[src/rtl/alu_pkg.sv]
// Shared definitions for the structural ALU blocks: datapath width,
// multiplier iteration count and the multiplier FSM state encoding.
package alu_pkg;

    localparam int ALU_WIDTH = 32;
    localparam int MUL_ITER  = 32;
    localparam int MUL_CNT_W = 6;

    typedef enum logic [1:0] {
        IDLE = 2'd0,
        BUSY = 2'd1,
        DONE = 2'd2
    } mul_state_t;

    // True on the cycle that processes the final iteration.
    function automatic logic mul_last_iter(input logic [MUL_CNT_W-1:0] count);
        return count == MUL_CNT_W'(MUL_ITER - 1);
    endfunction

endpackage

[src/rtl/add_32.sv]
// Existing 32-bit combinational adder: unsigned carry out plus signed
// overflow flag for two's-complement users.
module add_32 (
    input  logic [31:0] operand_a,
    input  logic [31:0] operand_b,
    output logic [31:0] sum,
    output logic        carry_out,
    output logic        overflow
);

    assign {carry_out, sum} = {1'b0, operand_a} + {1'b0, operand_b};

    // Signed overflow: like-signed operands producing an opposite-signed sum.
    assign overflow = (operand_a[31] == operand_b[31]) && (sum[31] != operand_a[31]);

endmodule

[src/rtl/mult_seq_32.sv]
// Sequential unsigned 32x32->64 shift-and-add multiplier built around add_32.
// One iteration per cycle, fixed 32 iterations, valid/ready on both sides.
module mult_seq_32
    import alu_pkg::*;
#(
    parameter int WIDTH = ALU_WIDTH
) (
    input  logic                 clk,
    input  logic                 rst,
    input  logic                 in_valid,
    output logic                 in_ready,
    input  logic [WIDTH-1:0]     multiplicand,
    input  logic [WIDTH-1:0]     multiplier,
    output logic                 out_valid,
    input  logic                 out_ready,
    output logic [2*WIDTH-1:0]   product,
    output logic                 hi_nonzero,
    output logic                 busy,
    output logic [1:0]           dbg_state
);

    // Handshake rule: a transfer happens on a rising edge where valid and
    // ready are both high; ready/valid here depend only on registered state.

    mul_state_t             state_q, state_d;
    logic [WIDTH-1:0]       mcand_q, mcand_d;
    logic [WIDTH-1:0]       acc_hi_q, acc_hi_d;
    logic [WIDTH-1:0]       acc_lo_q, acc_lo_d;
    logic [MUL_CNT_W-1:0]   count_q, count_d;
    logic [2*WIDTH-1:0]     product_q, product_d;
    logic                   hi_nonzero_q, hi_nonzero_d;

    logic [WIDTH-1:0]       add_b;
    logic [WIDTH-1:0]       add_sum;
    logic                   add_carry;
    logic                   unused_ovf;

    // Multiplicand is added only when the current multiplier bit is set.
    assign add_b = acc_lo_q[0] ? mcand_q : '0;

    add_32 u_add_32 (
        .operand_a (acc_hi_q),
        .operand_b (add_b),
        .sum       (add_sum),
        .carry_out (add_carry),
        .overflow  (unused_ovf)
    );

    always_comb begin
        state_d      = state_q;
        mcand_d      = mcand_q;
        acc_hi_d     = acc_hi_q;
        acc_lo_d     = acc_lo_q;
        count_d      = count_q;
        product_d    = product_q;
        hi_nonzero_d = hi_nonzero_q;

        case (state_q)
            IDLE: begin
                if (in_valid) begin
                    mcand_d  = multiplicand;
                    acc_lo_d = multiplier;
                    acc_hi_d = '0;
                    count_d  = '0;
                    state_d  = BUSY;
                end
            end
            BUSY: begin
                // Carry becomes the new top bit; sum LSB shifts into the low half.
                acc_hi_d = {add_carry, add_sum[WIDTH-1:1]};
                acc_lo_d = {add_sum[0], acc_lo_q[WIDTH-1:1]};
                count_d  = count_q + MUL_CNT_W'(1);
                if (mul_last_iter(count_q)) begin
                    state_d      = DONE;
                    product_d    = {acc_hi_d, acc_lo_d};
                    hi_nonzero_d = (acc_hi_d != '0);
                end
            end
            DONE: begin
                if (out_ready) begin
                    state_d = IDLE;
                end
            end
            default: begin
                state_d = IDLE;
            end
        endcase
    end

    always_ff @(posedge clk) begin
        if (rst) begin
            state_q      <= IDLE;
            mcand_q      <= '0;
            acc_hi_q     <= '0;
            acc_lo_q     <= '0;
            count_q      <= '0;
            product_q    <= '0;
            hi_nonzero_q <= 1'b0;
        end else begin
            state_q      <= state_d;
            mcand_q      <= mcand_d;
            acc_hi_q     <= acc_hi_d;
            acc_lo_q     <= acc_lo_d;
            count_q      <= count_d;
            product_q    <= product_d;
            hi_nonzero_q <= hi_nonzero_d;
        end
    end

    assign in_ready   = (state_q == IDLE);
    assign busy       = (state_q == BUSY);
    assign out_valid  = (state_q == DONE);
    assign product    = product_q;
    assign hi_nonzero = hi_nonzero_q;
    assign dbg_state  = state_q;

endmodule

[config.mk]
export PLATFORM = sky130hd
export DESIGN_NAME = mult_seq_32
export DESIGN_NICKNAME = d
export VERILOG_FILES = /design/src/rtl/alu_pkg.sv /design/src/rtl/add_32.sv /design/src/rtl/mult_seq_32.sv
export SDC_FILE = /design/constraint.sdc
export NUM_CORES = 1
export LEC_CHECK = 0
export ABC_AREA = 1
export CAP_MARGIN = 20
export CORE_ASPECT_RATIO = 1.75
export CORE_MARGIN = 10
export CORE_UTILIZATION = 40
export CTS_CLUSTER_SIZE = 14
export DETAILED_ROUTE_END_ITERATION = 16
export DONT_BUFFER_PORTS = 1
export SLEW_MARGIN = 20
export SYNTH_ARGS = -nofsm -noshare
export SYNTH_HDL_FRONTEND = slang
export SYNTH_HIERARCHICAL = 1
export SYNTH_SLANG_ARGS = --single-unit
[constraint.sdc]
create_clock -name clk -period 2.9 [get_ports clk]
set_input_delay 0.58 -clock clk [delete_from_list [all_inputs] [get_ports clk]]
set_output_delay 0.58 -clock clk [all_outputs]
set_load 0.03 [all_outputs]
## Word level (Yosys, flattened, before mapping)

Index checks and enable logic that the tools add are counted.
Widths: inputs -> output; s select.

- Bits in registers: 169
- Input port bits: 68
- Output and inout bits: 70
- Word-level logic and storage cells: 33

- Multiplexer cells: 11
- $add $sub $neg: 2
- Reductions and logical operators: 7
- Eq/ne operators: 6

Operators with widths:

| kind | count |
|---|---|
| $pmux 32 s2 | 2 |
| $mux 32 | 3 |
| $add 32x32->33 | 1 |
| $reduce_bool 32->1 | 1 |
| $pmux 6 s2 | 1 |
| $add 6x1->6 const B | 1 |
| $eq 6x5->1 const B | 1 |
| $mux 2 | 3 |
| $mux 6 | 1 |
| $pmux 2 s3 | 1 |
| $reduce_and 2->1 | 3 |
| $ne 2x1->1 const B | 2 |
| $reduce_and 3->1 | 1 |
| $eq 2x1->1 const B | 1 |
| $eq 2x2->1 const B | 1 |
| $logic_not 2->1 | 1 |
| $ne 2x2->1 const B | 1 |
| $reduce_bool 2->1 | 1 |

## Depth between registers and ports, before layout

- Word-level depth: 3
- Mapped depth: 22
- Mapped depth without buffers: 20

## Hierarchy

The synthesis kept the hierarchy.

Modules (own cells, without submodules):

| module | cells each | area each (um2) | seq. area each (um2) | times used |
|---|---|---|---|---|
| mult_seq_32 | 955 | 6790.3 | 3383.2 | 1 |
| add_32 | 428 | 2237.1 | 0.0 | 1 |

## Least setup slack after synthesis

No wires, ideal clock.

- Kind: flip-flop to flip-flop
- Start point: register acc_lo_q[0]
- End point: register hi_nonzero_q (netlist: hi_nonzero)
- Data arrival time: 2415 ps
- Stages on the path, launching flop included: 23
- Setup time: 117 ps
- Slack: 367 ps
- Clock period less this slack: 2533 ps
- Buffers on the path: 2
- Required time: 2783 ps
- Cells stage by stage: dfxtp_1 > clkbuf_1 > clkbuf_1 > nand2_1 > inv_1 > ha_1 > fa_1 > nand3_1 > nand2_2 > nand2_2 > nand2_2 > nand2_1 > nand2_2 > nand2_2 > nand3b_1 > nand2_1 > nand2_1 > nor2_1 > nand2_1 > nor2_1 > nand2_1 > nor2_1 > a21oi_1

- Longest elaborated chain between the ends: 3

RTL lines:

| element | RTL line | text |
|---|---|---|
| from (decl) | mult_seq_32.sv:28 | `logic [WIDTH-1:0] acc_lo_q, acc_lo_d;` |
| from (signal assigned) | mult_seq_32.sv:103 | `acc_lo_q <= acc_lo_d;` |
| $mux 32 | mult_seq_32.sv:39 | `assign add_b = acc_lo_q[0] ? mcand_q : '0;` |
| net add_b[0] | mult_seq_32.sv:33 | `logic [WIDTH-1:0] add_b;` |
| $add 32x32->33 | add_32.sv:11 | `assign {carry_out, sum} = {1'b0, operand_a} + {1'b0, operand_b};` |
| net add_sum[26] | mult_seq_32.sv:34 | `logic [WIDTH-1:0] add_sum;` |
| $reduce_bool 32->1 | mult_seq_32.sv:76 | `hi_nonzero_d = (acc_hi_d != '0);` |
| to (signal assigned) | mult_seq_32.sv:106 | `hi_nonzero_q <= hi_nonzero_d;` |
| to (decl) | mult_seq_32.sv:31 | `logic hi_nonzero_q, hi_nonzero_d;` |

The timed path passes the listed nets, and every way through them passes these cells.
A chain may end at the register's enable or synchronous reset.

## Final worst setup path

Ends and elaborated chain as after synthesis.

==> results by group <==
Status
  – Status: complete, no violations

Global route
  – Vias in the first global route: 8,139
  – Gr usage total: 18.89%
  – Initial antenna violation count: 1
  – Global-route wire length before repair: 43.63 mm
  – Global route overflow: 0
  – Pin count of the biggest net entering global routing: 73

Setup path
  – Critical path data required time: 3.23 ns
  – CP Launch Type: flop
  – CP Class: flop to flop
  – Crit-path cells: clkbuf_16 > nand2_1 > inv_1 > ha_1 > nand2_1 > nor2_1 > inv_1 > nor2_1 > nand3_2 > nand4_1 > nand2_1 > nor2_1 > nand2_1 > nor2_1 > nand2_1 > nor2_1 > a21oi_1
  – Critical-path top delay cell: ha_1
  – Crit end category: flop
  – Critical Path AT: 3.07 ns
  – CP Max Fanout: 15
  – CP max stage delay: 0.39 ns

Layout
  – Fin cells: 1,670
  – Layout cell share with drive strength beyond 1: 9.534%
  – Fin area: 9977 um^2
  – Synth-to-layout area growth: 10.70%
  – Antenna diode count: 0
  – Nets@finish: 1,463
  – Layout Utilization: 45.02%

Pwr
  – Max VDD drop: 0.4013 mV
  – Power Dens Cells: 529.2 nW/um^2
  – Static Leak: 4.979 nW

Detailed routing
  – Wire length per cell: 16.63 um
  – Iter 0 DRT Violations: 420
  – Antenna Nets Post-Route: 0
  – Drt via density: 4.934
  – Initial DRT Pass Iterations: 7
  – Final WL: 27.78 mm
  – DR vias: 8,240
  – DRC: 0

Clock network
  – Root buf cell: clkbuf_16
  – CTS tree: built
  – CTS Buf Count: 17
  – Clk buf depth: 2
  – Worst-Skew Late Latency: 0.45 ns
  – Reg clk slew, reported paths: 0.06 ns
  – CTS Sinks: 169
  – H-Tree Depth: 4
  – Cts hold-fix bufs: 0

STA
  – Max_slew headroom: 46.90%
  – Max Freq: 365.3 MHz
  – Max Slew Vio Count: 0
  – Fin Clk Skew: 0.005945 ns
  – Min Hold Slack: 0.2097 ns
  – Worst-margin pin slew: 0.7965 ns
  – Tmin final: 2.737 ns
  – Endpoints failing hold: 0
  – Tcrit/Tclk final: 94.38%
  – # setup viols final: 0
  – TNS Setup: 0 ns

Place
  – Placed Cells: 1,635
  – Port Buf Inserts: 0
  – Gp weighted congestion: 0.9928
  – Placed Instance Area: 9276 um^2
  – DPL Wire Length: 20.79 mm

Logic synthesis
  – Warnings from Yosys: 6
  – Netlist Area Pre-Place: 9012 um^2
  – Syn Nets: 1,481
  – Syn Inst Count: 1,379
  – Syn Area/Cell: 6.535 um^2

Floorplan
  – Core box area: 22,160 um^2
  – IO Count: 138
  – Initial core utilization: 40.67%
  – Die height: 218.6 um
  – Die Wd: 133.5 um
  – Number of cell rows: 72
  – Die area: 29,170 um^2

Job
  – Max_cap viols: 0

Worst hold path
  – Hold Path Class: input pin to flop
## state kept, by name (all words and copies together), names as in the netlist
| signal | count |
|---|---|
| product | 64 |
| dbg_state | 2 |
| acc_lo_q | 32 |
| count_q | 6 |
| hi_nonzero | 1 |
| mcand_q | 32 |
| acc_hi_q | 32 |
## power by group
part	internal [mW]	switching [mW]	total (mW)
combinational	0.160	0.352	0.511
sequential	2.42	0.0591	2.47
clock	1.36	0.935	2.29
total	3.93	1.35	5.28
## metrics by stage
| stage | setup WS [ns] | power, mW |
|---|---|---|
| 2_1_floorplan | 0.3674 | 2.882 |
| 3_3_place_gp | 0.001720 | 3.019 |
| 3_5_place_dp | -0.007345 | 3.024 |
| 4_1_cts | 0.03892 | 5.336 |
| 5_1_grt | -0.002817 | 5.507 |
| 6_report | 0.1629 | 5.280 |
## metal layers
layer	GRT usage, %	part of all wire (%)	vias to the layer above
li1	-	-	4265
met1	18.03	36	3758
met2	35.81	55	164
met3	5.168	5.1	51
met4	9.687	3.8	2
met5	0	0.043	-
## placed cells by master (no fill, tap or decap), types with 6 or more instances in the layout
master / n
o21ai_0: 102
clkbuf_16: 18
nand4_1: 6
a21oi_2: 9
xor2_1: 18
nor3_1: 8
inv_1: 213
nand2_1: 320
buf_4: 18
nor2_1: 130
a21oi_1: 128
inv_2: 22
nor2_2: 13
nand3_1: 59
nand2_2: 25
ha_1: 32
dfxtp_1: 168
o21ai_1: 41
## final timing paths
check	from	endpoint	slack, ns	cells past startpoint
hold reg to reg	acc_lo_q[24]	acc_lo_q[24]	0.44	2
setup / recovery	acc_lo_q[0]	hi_nonzero	0.16	17
setup reg to reg	acc_lo_q[0]	hi_nonzero	0.16	17
hold / removal	rst	count_q[1]	0.21	1
## what timing repair did
item	4_1_cts	5_1_grt
resized for setup	1	26
pin swaps	0	5
buffers inserted	0	2
cloned	0	1
endpoints found under the setup margin	1	1
## layout make-up
class                      instances  area (um^2)
fill                            2424        12180
sequential                       169         3385
multi-input combinational        915         4528
clock buffer                      26        499.2
clock inverter                     6        86.33
timing repair buffer              22        220.2
tap                              296        370.4
inverter                         236        888.4
## critical path: cells and delay by family (launching register included)
family | cells | cell delay, ns
fa+ha+maj | 1 | 0.39
simple gates | 12 | 1.46
flops | 1 | 0.35
buf+inv | 3 | 0.34
compound gates | 1 | 0.07
No activity file was read; power rests on OpenSTA's default activity.
==> RTL edit, RTL diff (same settings) <==
`product_q` no longer has a reset.
--- a/src/rtl/mult_seq_32.sv
+++ b/src/rtl/mult_seq_32.sv
@@ -96,3 +96,2 @@
             count_q      <= '0;
-            product_q    <= '0;
             hi_nonzero_q <= 1'b0;
@@ -104,5 +103,8 @@
             count_q      <= count_d;
-            product_q    <= product_d;
             hi_nonzero_q <= hi_nonzero_d;
         end
+    end
+
+    always_ff @(posedge clk) begin
+        product_q <= product_d;
     end
Behaviour: same outputs for any inputs over 10 cycles, from zero or initial values and one cycle with rst high; that may be too few to reach the edited logic, so the function may still have changed.
==> RTL edit against the unedited design <==
  * Fmax grew 0.58%
  * Die area shrank 5.2%
  * Worst setup slack gained 16 ps
  * Wire length shrank 11%
  * Area after synthesis shrank 5.9%
  * Power grew 2.4%
  * Design area shrank 4.3%
  * Sequential cell count is the same
  * Global-route usage shrank 0.76 points
  * Largest cell class is now registers
  * Highest routed layer unchanged
==> RTL edit: results (changes against the unedited design) <==
- Hold_ws: 203.3 ps (-6.371 ps)
- The largest net degree at the start of global routing came to 68 (-6.8%).
- Wl on met1: 9204 um (-8.8%)
- The synthesized area divided by synthesized cell count is 7.683 sq um (+18%).
- The number of optimization iterations in the first detailed-route pass came to 4 (-3).
- The number of global-route vias before repair was 7166 (-12%).
- Worst Path Max Fanout: 14 (-1)
* Setup slack, reg-to-reg: 180 ps (+20 ps)
* Power in sequential cells: 2.63 mW (+6%)
- Total global routing track utilization: 18.12% (-0.76 points)
- The fraction of layout instances using a drive strength above 1 was 11.04% (+1.5 points).
- The routability-driven placement congestion ratio was 0.9495 (-4.4%).
- The critical path arrival is 3030 ps (-40 ps).
* Final Cycle Share: 93.84% (-0.54 points)
* Share of power burned in registers: 48.7% (+1.8 points)
* Antenna violations before repair: 6 (+5)
* Count of routing violations after the opening detailed-route iteration: 335 (-20%)
- Result of the run: finished, final reports clean
* Global-route wire length before repair: 38610 um (-12%)
* Internal Dissipation: 4.025 mW (+2.3%)
* Placed wire-length estimate: 18570 um (-11%)
- The worst setup timing slack at the placement stage was -3.962 ps (+3.383 ps).
* Synthesized netlist net count: 1206 (-19%)
* Worst r2r path cells: 18 (+1)
* Overall via count from detail_route: 7107 (-14%)
* Max-slew headroom at the worst pin: 55.81% (+8.9 points)
RTL edit: worst max-delay path: stages (launching register included):
cell     delay [ps]
dfxtp_2         350
buf_12          150
nand2_1          80
inv_1            50
ha_1            350
a21oi_1         260
o21ai_0         180
inv_1           100
nand2_1          80
a21oi_1         180
nand2_1          80
nand2_1          70
nand2_2          80
nor2_1           90
nand2_1          70
nor2_2          130
nand2_1          70
nor2_1          130
a21oi_1          70
RTL edit: layout make-up:
type                       instances  area, sq um
fill                            2089        11380
sequential                       169         4025
antenna                            4        10.01
timing repair buffer              28        252.7
multi-input combinational        783         3936
tap                              252        315.3
clock inverter                    10        106.4
clock buffer                      22        485.5
inverter                         111        421.7
RTL edit: routing by layer:
layer	vias up	GRT usage (%)
li1	3599	-
met4	6	8.606
met1	3285	18.13
met2	174	32.69
met3	43	5.860
met5	-	0
RTL edit: timing repair:
item | 4_1_cts | 5_1_grt
gates resized for setup | 1 | 32
gates cloned | 0 | 1
setup endpoints to repair | 1 | 1
pin swaps | 0 | 3
buffers inserted | 0 | 1
